$ cat src/rtl/unstripe_sched_if.sv
`timescale 1ns/1ps
// Lane inputs and merged output of the two-lane unstriper.
// The driving side is master; the merge block is slave.
interface unstripe_sched_if #(
  parameter int DATA_W = 32
);
  logic [DATA_W-1:0] lane0;
  logic              valid0;
  logic [DATA_W-1:0] lane1;
  logic              valid1;
  logic [DATA_W-1:0] dataOut;
  logic              validOut;

  modport master (
    output lane0, valid0,
    output lane1, valid1,
    input  dataOut, validOut
  );

  modport slave (
    input  lane0, valid0,
    input  lane1, valid1,
    output dataOut, validOut
  );
endinterface

$ cat src/rtl/unstripe_sched.sv
`timescale 1ns/1ps
// Two-lane unstriper: per-lane FIFOs merged by a
// lane0/lane1 alternating scheduler, one word per clock.
module unstripe_sched #(
  parameter  int DATA_W = 32,
  parameter  int DEPTH  = 4,
  localparam int AW     = $clog2(DEPTH),
  localparam int FW     = AW + 1
) (
  input  logic              clk_2f,
  input  logic              reset,
  unstripe_sched_if.slave   bus,
  input  logic              enable,
  output logic [FW-1:0]     fill0,
  output logic [FW-1:0]     fill1,
  output logic              ovf0,
  output logic              ovf1,
  output logic [1:0]        state
);

  typedef enum logic [1:0] {
    IDLE = 2'b00,
    SEL0 = 2'b01,
    SEL1 = 2'b10
  } st_t;

  logic              rst_meta;
  logic              rst_n;
  logic [DATA_W-1:0] din  [2];
  logic [DATA_W-1:0] head [2];
  logic [FW-1:0]     cnt  [2];
  logic [1:0]        vin;
  logic [1:0]        pop;
  logic [1:0]        empty;
  logic [1:0]        ovf;
  st_t               st;
  st_t               st_nx;
  logic [DATA_W-1:0] dout;
  logic              vout;

  // Assert asynchronously, release on the clock.
  always_ff @(posedge clk_2f or negedge reset) begin
    if (!reset) begin
      rst_meta <= 1'b0;
      rst_n    <= 1'b0;
    end else begin
      rst_meta <= 1'b1;
      rst_n    <= rst_meta;
    end
  end

  assign din[0] = bus.lane0;
  assign din[1] = bus.lane1;
  assign vin    = {bus.valid1, bus.valid0};

  for (genvar g = 0; g < 2; g++) begin : g_fifo
    logic [DATA_W-1:0] mem [DEPTH];
    logic [AW-1:0]     wp;
    logic [AW-1:0]     rp;
    logic [FW-1:0]     c;
    logic              o;
    logic              full;
    logic              push;

    assign full     = (c == FW'(DEPTH));
    assign push     = vin[g] && (!full || pop[g]);
    assign head[g]  = mem[rp];
    assign cnt[g]   = c;
    assign ovf[g]   = o;
    assign empty[g] = (c == '0);

    // Storage carries no reset; occupancy gates every read.
    always_ff @(posedge clk_2f) begin
      if (push) mem[wp] <= din[g];
    end

    // Pointers, occupancy and sticky overflow.
    always_ff @(posedge clk_2f or negedge rst_n) begin
      if (!rst_n) begin
        wp <= '0;
        rp <= '0;
        c  <= '0;
        o  <= 1'b0;
      end else begin
        if (push) wp <= wp + AW'(1);
        if (pop[g]) rp <= rp + AW'(1);
        if (push && !pop[g]) c <= c + FW'(1);
        else if (!push && pop[g]) c <= c - FW'(1);
        if (vin[g] && full && !pop[g]) o <= 1'b1;
      end
    end
  end

  // Scheduler state register.
  always_ff @(posedge clk_2f or negedge rst_n) begin
    if (!rst_n) st <= IDLE;
    else        st <= st_nx;
  end

  // Lane selection; a lane1 word is owed before stopping.
  always_comb begin
    st_nx = st;
    pop   = 2'b00;
    case (st)
      IDLE: begin
        if (enable) st_nx = SEL0;
      end
      SEL0: begin
        if (!enable) begin
          st_nx = IDLE;
        end else if (!empty[0]) begin
          pop[0] = 1'b1;
          st_nx  = SEL1;
        end
      end
      SEL1: begin
        if (!empty[1]) begin
          pop[1] = 1'b1;
          st_nx  = enable ? SEL0 : IDLE;
        end
      end
      default: st_nx = IDLE;
    endcase
  end

  // Registered merged output; data holds when idle.
  always_ff @(posedge clk_2f or negedge rst_n) begin
    if (!rst_n) begin
      dout <= '0;
      vout <= 1'b0;
    end else begin
      vout <= |pop;
      if (pop[0])      dout <= head[0];
      else if (pop[1]) dout <= head[1];
    end
  end

  assign bus.dataOut  = dout;
  assign bus.validOut = vout;
  assign fill0        = cnt[0];
  assign fill1        = cnt[1];
  assign ovf0         = ovf[0];
  assign ovf1         = ovf[1];
  assign state        = st;

endmodule
$ cat src/flat_wrapper.sv
// flat-port wrapper written by rule: the top's interface ports become plain ports
module unstripe_sched_flat 
#(
  parameter  int DATA_W = 32,
  parameter  int DEPTH  = 4,
  localparam int AW     = $clog2(DEPTH),
  localparam int FW     = AW + 1
)
  (clk_2f, reset, enable, fill0, fill1, ovf0, ovf1, state, bus_lane0, bus_valid0, bus_lane1, bus_valid1, bus_dataOut, bus_validOut);
  unstripe_sched_if #(.DATA_W(DATA_W)) bus_i ();
  input  logic clk_2f;
  input  logic reset;
  input  logic enable;
  output logic [FW-1:0] fill0;
  output logic [FW-1:0] fill1;
  output logic ovf0;
  output logic ovf1;
  output logic [1:0] state;
  input wire logic [$bits(bus_i.lane0)-1:0] bus_lane0;
  input wire logic [$bits(bus_i.valid0)-1:0] bus_valid0;
  input wire logic [$bits(bus_i.lane1)-1:0] bus_lane1;
  input wire logic [$bits(bus_i.valid1)-1:0] bus_valid1;
  output wire logic [$bits(bus_i.dataOut)-1:0] bus_dataOut;
  output wire logic [$bits(bus_i.validOut)-1:0] bus_validOut;
  assign bus_i.lane0 = bus_lane0;
  assign bus_i.valid0 = bus_valid0;
  assign bus_i.lane1 = bus_lane1;
  assign bus_i.valid1 = bus_valid1;
  assign bus_dataOut = bus_i.dataOut;
  assign bus_validOut = bus_i.validOut;
  unstripe_sched #(.DATA_W(DATA_W), .DEPTH(DEPTH)) u_core (.clk_2f(clk_2f), .reset(reset), .bus(bus_i), .enable(enable), .fill0(fill0), .fill1(fill1), .ovf0(ovf0), .ovf1(ovf1), .state(state));
endmodule
$ cat config.mk
export PLATFORM = sky130hd
export DESIGN_NAME = unstripe_sched_flat
export DESIGN_NICKNAME = d
export VERILOG_FILES = /design/src/rtl/unstripe_sched_if.sv /design/src/rtl/unstripe_sched.sv /design/src/flat_wrapper.sv
export SDC_FILE = /design/constraint.sdc
export NUM_CORES = 1
export LEC_CHECK = 0
export ABC_AREA = 1
export CORE_UTILIZATION = 62
export CTS_CLUSTER_DIAMETER = 200
export DETAILED_ROUTE_END_ITERATION = 10
export GPL_ROUTABILITY_DRIVEN = 1
export GPL_TIMING_DRIVEN = 0
export PLACE_DENSITY = 0.83
export SYNTH_ARGS = -nofsm -noshare
export SYNTH_HDL_FRONTEND = slang
export SYNTH_SLANG_ARGS = --single-unit
$ cat constraint.sdc
create_clock -name clk_2f -period 4.6 [get_ports clk_2f]
set_input_delay 0.92 -clock clk_2f [delete_from_list [all_inputs] [get_ports clk_2f]]
set_output_delay 0.92 -clock clk_2f [all_outputs]
set_load 0.01 [all_outputs]
Word-level counts from Yosys, hierarchy flattened --
Memories as Yosys holds them, arrays and structs flattened. Index checks and enable logic that the tools add are counted. W data, S select, Z words.
Word-level totals: memory bits (writable) 256, bits in registers 53, input bits 69, memories 2, logic and storage cells 77
Memory list:
- u_core.g_fifo[0].mem | words 4, width 32, read ports 1, clocked after memory_dff 0, wr ports 1, line unstripe_sched.sv:57 | logic [DATA_W-1:0] mem [DEPTH];
- u_core.g_fifo[1].mem | words 4, width 32, read ports 1, clocked after memory_dff 0, wr ports 1, line unstripe_sched.sv:57
Operators by class: multiplexer cells 21, equal/unequal tests 7, reductions and logical operators 26, $add $sub $neg 8
Operator list (count):
- $mux W32 | 2
- $mux W3 | 4
- $logic_and A1 B1 Y1 | 10
- $mux W1 | 10
- $add A2 B1 Y2 const B | 4
- $mux W2 | 4
- $add A3 B1 Y3 const B | 2
- $eq A3 B3 Y1 const B | 2
- $logic_not A1 Y1 | 6
- $logic_not A3 Y1 | 2
- $pmux W2 S3 | 1
- $reduce_bool A2 Y1 | 3
- $sub A3 B1 Y3 const B | 2
- $ne A2 B2 Y1 const B | 2
- $ne A3 B3 Y1 const B | 1
- $reduce_and A3 Y1 | 1
- $eq A2 B1 Y1 const B | 1
- $eq A2 B2 Y1 const B | 1
- $logic_not A2 Y1 | 1
- $logic_or A1 B1 Y1 | 2
- $reduce_or A2 Y1 | 1

Logic depth before layout (Yosys ltp) --
depth after elaboration 10, depth in mapped cells 12, depth with buffers taken out 12

Least setup slack after synthesis --
No wires, ideal clock.
path type input-to-reg, start in enable, end mem u_core.g_fifo[0].mem[0][0], enable pin, slack 1.428 ns, cell stages on the path 6, arrival time 2.751 ns, data required time 4.179 ns, cell sequence nand2_1 nor2_2 nand2_2 nand2_1 nand2_1 nor2_1
Between the ends: cells in the longest elaborated chain, start to end 6
Ends and longest elaborated chain:
- start, declared | line flat_wrapper.sv:13 | input logic enable;
- $mux W1 | line unstripe_sched.sv:109 | if (!enable) begin
- $mux W1 | line unstripe_sched.sv:104 | case (st)
- $logic_or A1 B1 Y1 | line unstripe_sched.sv:66 | assign push = vin[g] && (!full || pop[g]);
- $logic_and A1 B1 Y1 | line unstripe_sched.sv:66
- $mux W1 | line unstripe_sched.sv:74 | if (push) mem[wp] <= din[g];
- $mux W1 (implied by the code) | line unstripe_sched.sv:74
- end, declared | line unstripe_sched.sv:57
No other way between the ends.

Worst setup path in the final report --
start in enable, end reg u_core.g_fifo[0].c[2] (netlist: u_core.fill0[2])
Between the ends: cells in the longest elaborated chain, start to end 7
Ends and longest elaborated chain:
- $mux W1 * | line unstripe_sched.sv:109
- $mux W1 * | line unstripe_sched.sv:104
- $logic_or A1 B1 Y1 * | line unstripe_sched.sv:66
- $logic_and A1 B1 Y1 * | line unstripe_sched.sv:66
- via u_core.g_fifo[0].push | line unstripe_sched.sv:63 | logic push;
- $logic_not A1 Y1 | line unstripe_sched.sv:88 | else if (!push && pop[g]) c <= c - FW'(1);
- $logic_and A1 B1 Y1 | line unstripe_sched.sv:88
- $reduce_bool A2 Y1 (no line)
- end signal, assigned | line unstripe_sched.sv:87 | if (push && !pop[g]) c <= c + FW'(1);
- end signal, assigned | line unstripe_sched.sv:88
- end, declared | line unstripe_sched.sv:60 | logic [FW-1:0] c;
The timed path passes the listed nets; every way through them passes the cells marked *. A chain may end at the register's enable or synchronous reset.

==> metrics.md <==
| Metric | Value |
|---|---|
| Slew Viols, Final | 0 |
| CP Max Fanout | 7 |
| Post-CTS resize count | 0 |
| Vias | 9,030 |
| Syn nets | 1,298 |
| Relative slew slack | 57.6% |
| Initial DRT Pass Iterations | 5 |
| Die X-Extent | 147 um |
| Worst-margin pin slew | 0.634 ns |
| Crit Path Category | in -> reg |
| Number of routed nets with antenna violations | 0 |
| Clock sinks | 309 |
| Pint | 6330 uW |
| Final setup fails | 0 |
| Mapped Area | 13,000 um^2 |
| Hold buffer count at CTS | 0 |
| Sequential share of the synthesized area | 69.2% |
| Total gr overflow | 0 |
| ANT cells | 0 |
| Hold Vio Cnt, Final | 0 |
| Post-route DRC | 0 |
| Post-CTS Setup Bufs | 0 |
| Die height | 147 um |
| CTS buffer count | 29 |
| Crit path DAT | 3.38 ns |
| Placer Congestion | 0.838 |
| Drt total wl | 29,900 um |
| Reg2reg path depth | 10 |
| Worst hold path type | reg -> async |
| Final Total Pwr | 9780 uW |
| Vias in the first global route | 8,823 |
| Fin nets | 1,449 |
| Synth warn | 0 |
| Combinational Power Share | 35.5% |
| Overall global routing resource usage | 28.4% |
| Global-route wire length before repair | 46,100 um |
| Synth unique cells | 27 |
| Final period utilization | 63.3% |
| FF-to-FF End | u_core.fill0[1] |
| Std cell rows | 52 |
| CP Data Required Time | 5.06 ns |
| Post-layout util | 76.7% |
| Top cell type by total area after synthesis | edfxtp_1 |
| Setup Skew | 0.00944 ns |
| Setup crit start kind | primary input |
| Synthesis-to-layout area growth | 20.3% |
| CP Capture Type | flip-flop |
| Worst R2R Setup Slack | 2.09 ns |
| IO Count | 112 |
| Pin count of the biggest net entering global routing | 42 |
| Clock Pin Slew Worst Setup and Hold Paths | 0.06 ns |
| H-tree depth | 1 |
| Period minus WS final | 2.91 ns |
| Number of port buffers | 111 |
| Commonest non-fill, non-tap cell in the layout | nand2_1 |
| Worst-case clock buffer depth | 3 |
| Register bit total from synthesis | 309 |
| CTS tree | yes |
| Initial antenna violation count | 0 |
| Die ar. | 21,600 um^2 |
| Most frequent cells in the layout | nand2_1 (374), edfxtp_1 (256), nand3_1 (215), inv_1 (210), clkdlybuf4s50_1 (111) |
| Clk root buf | clkbuf_16 |
| Maxcap violations | 0 |
| Synth top area share | 59.0% |
| Detailed Route Iter0 Violations | 980 |
| Layout cells sized above 1 | 8.20% |
| Reg power frac | 41.1% |
| Max VDD drop | 388 uV |
| Avg Inst Size Synth | 10.7 um^2 |
| Leakage | 0.00680 uW |
| Fmax | 343 MHz |
| Worst skew pair latency | 0.54 ns |
| Status | finished clean |
| Vias/cell | 5.44 |
| Syn Inst Count | 1,217 |
| Power density cells | 625 nW/um^2 |
| WL per Instance | 18.0 um |
| Starting Density | 63.7% |
| Sw Share | 35.3% |
| Largest cells by area after synthesis | edfxtp_1 (59%), nand2_1 (11%), dfrtp_1 (10%), nand3_1 (8.3%), inv_1 (6.1%) |
| Reg2Reg Launch Point | u_core.fill0[0] |
| RSZ-0062 raised after global routing | false |
| DP Wirelength | 20,200 um |
| Clock power share | 23.5% |
| Core Region | 20,400 um^2 |
| Net Sw Power | 3450 uW |
==> state kept, by name, indices dropped and copies added, names as in the netlist <==
| register | count |
|---|---|
| u_core.g_fifo.rp | 4 |
| u_core.g_fifo.wp | 4 |
| u_core.ovf1 | 1 |
| u_core.rst_meta | 1 |
| u_core.ovf0 | 1 |
| u_core.fill0 | 3 |
| u_core.g_fifo.mem | 256 |
| u_core.bus.dataOut | 32 |
| u_core.rst_n | 1 |
| u_core.bus.validOut | 1 |
| u_core.fill1 | 3 |
| u_core.state | 2 |
==> power by group through the flow <==
stage | clock (uW) | sequential, uW | combinational (uW)
after floorplan | 0 | 4090 | 1920
after global placement | 0 | 4080 | 3130
after detailed placement | 0 | 4060 | 3430
after CTS | 2300 | 4010 | 3470
after global routing | 2430 | 4060 | 3780
final | 2290 | 4020 | 3470
==> critical path: stages <==
cell and delay [ns]:
clkdlybuf4s50_1 0.49, nand2_1 0.07, nor2_2 0.12, nand2_2 0.12, nand2_1 0.11, nand2_1 0.28
inv_1 0.14, ha_1 0.15, inv_1 0.06, fa_1 0.38, or2_2 0.30, nand2_1 0.08
xor2_1 0.14
==> cells in the mapped netlist <==
| library cell | instances |
|---|---|
| o21bai_1 | 1 |
| dfrtp_1 | 53 |
| ha_1 | 10 |
| nor2_2 | 2 |
| conb_1 | 1 |
| nand2_2 | 2 |
| a21oi_1 | 1 |
| o21ai_0 | 4 |
| edfxtp_1 | 256 |
| nand2_1 | 374 |
| nor2_1 | 15 |
| fa_1 | 2 |
| buf_2 | 24 |
| clkbuf_1 | 10 |
| buf_1 | 2 |
| nand2_4 | 1 |
| mux2_2 | 2 |
| inv_2 | 4 |
| buf_6 | 8 |
| xnor2_1 | 2 |
| nor3_1 | 2 |
| xor2_1 | 3 |
| buf_4 | 11 |
| a31o_2 | 1 |
| nand3_1 | 215 |
| inv_1 | 210 |
| or2_2 | 1 |
==> how the worst max path moves through the flow <==
| stage | startpoint | endpoint | slack (ns) | depth (start not counted) |
|---|---|---|---|---|
| 2_1_floorplan | enable | u_core.g_fifo[0].mem[0][0] | 1.43 | 6 |
| 3_3_place_gp | enable | u_core.g_fifo[0].mem[1][13] | -0.14 | 7 |
| 3_5_place_dp | enable | u_core.fill0[2] | 1.14 | 13 |
| 4_1_cts | enable | u_core.fill0[2] | 1.70 | 13 |
| 5_1_grt | enable | u_core.fill0[2] | 1.53 | 13 |
| 6_report | enable | u_core.fill0[2] | 1.69 | 13 |
==> layer usage <==
metal / wire length [um] / track usage, % / part of all wire [%] / up-vias
met1: 11700 / 38.8 / 39 / 4249
met4: 1180 / 12.2 / 3.9 / 0
met5: 0 / 0 / 0 / -
met3: 2820 / 4.35 / 9.4 / 80
met2: 14300 / 45.8 / 48 / 483
li1: - / - / - / 4218
==> stage by stage <==
step | hold WS (ns) | setup WS, ns | instances | TNS (ns) | cell area, um^2
finish | 0.140 | 1.69 | 1660 | 0 | 15700
global placement | 0.334 | -0.139 | 1598 | -15.99 | 14500
CTS | 0.152 | 1.70 | 1660 | 0 | 15700
global route | 0.179 | 1.53 | 1660 | 0 | 15700
floorplan | 0.331 | 1.43 | 1217 | 0 | 13000
detailed placement | 0.143 | 1.14 | 1607 | 0 | 14800
==> cells by family (layout without fill, tap and decap cells) <==
group	count (synthesis)	in the layout	share of synthesized area, %
xor gates and xnor gates	5	5	0.336
buffers and inverters	269	442	8.76
other	1	1	0.0288
and+or+nand+nor	612	612	19.9
AOI/OAI and AO/OA	7	7	0.317
DFF	309	309	69.2
adders and majority gates	12	12	1.27
muxes	2	2	0.173
==> area by class of cell <==
type	instances	area [um^2]
Clock inverter	16	123
Inverter	214	803
Fill cell	1258	4770
Multi-Input combinational cell	639	2930
Clock buffer	37	786
Tap cell	270	338
Sequential cell	309	9010
Timing Repair Buffer	120	1340
Buffer	55	338
No activity file was read; power rests on OpenSTA's default activity.
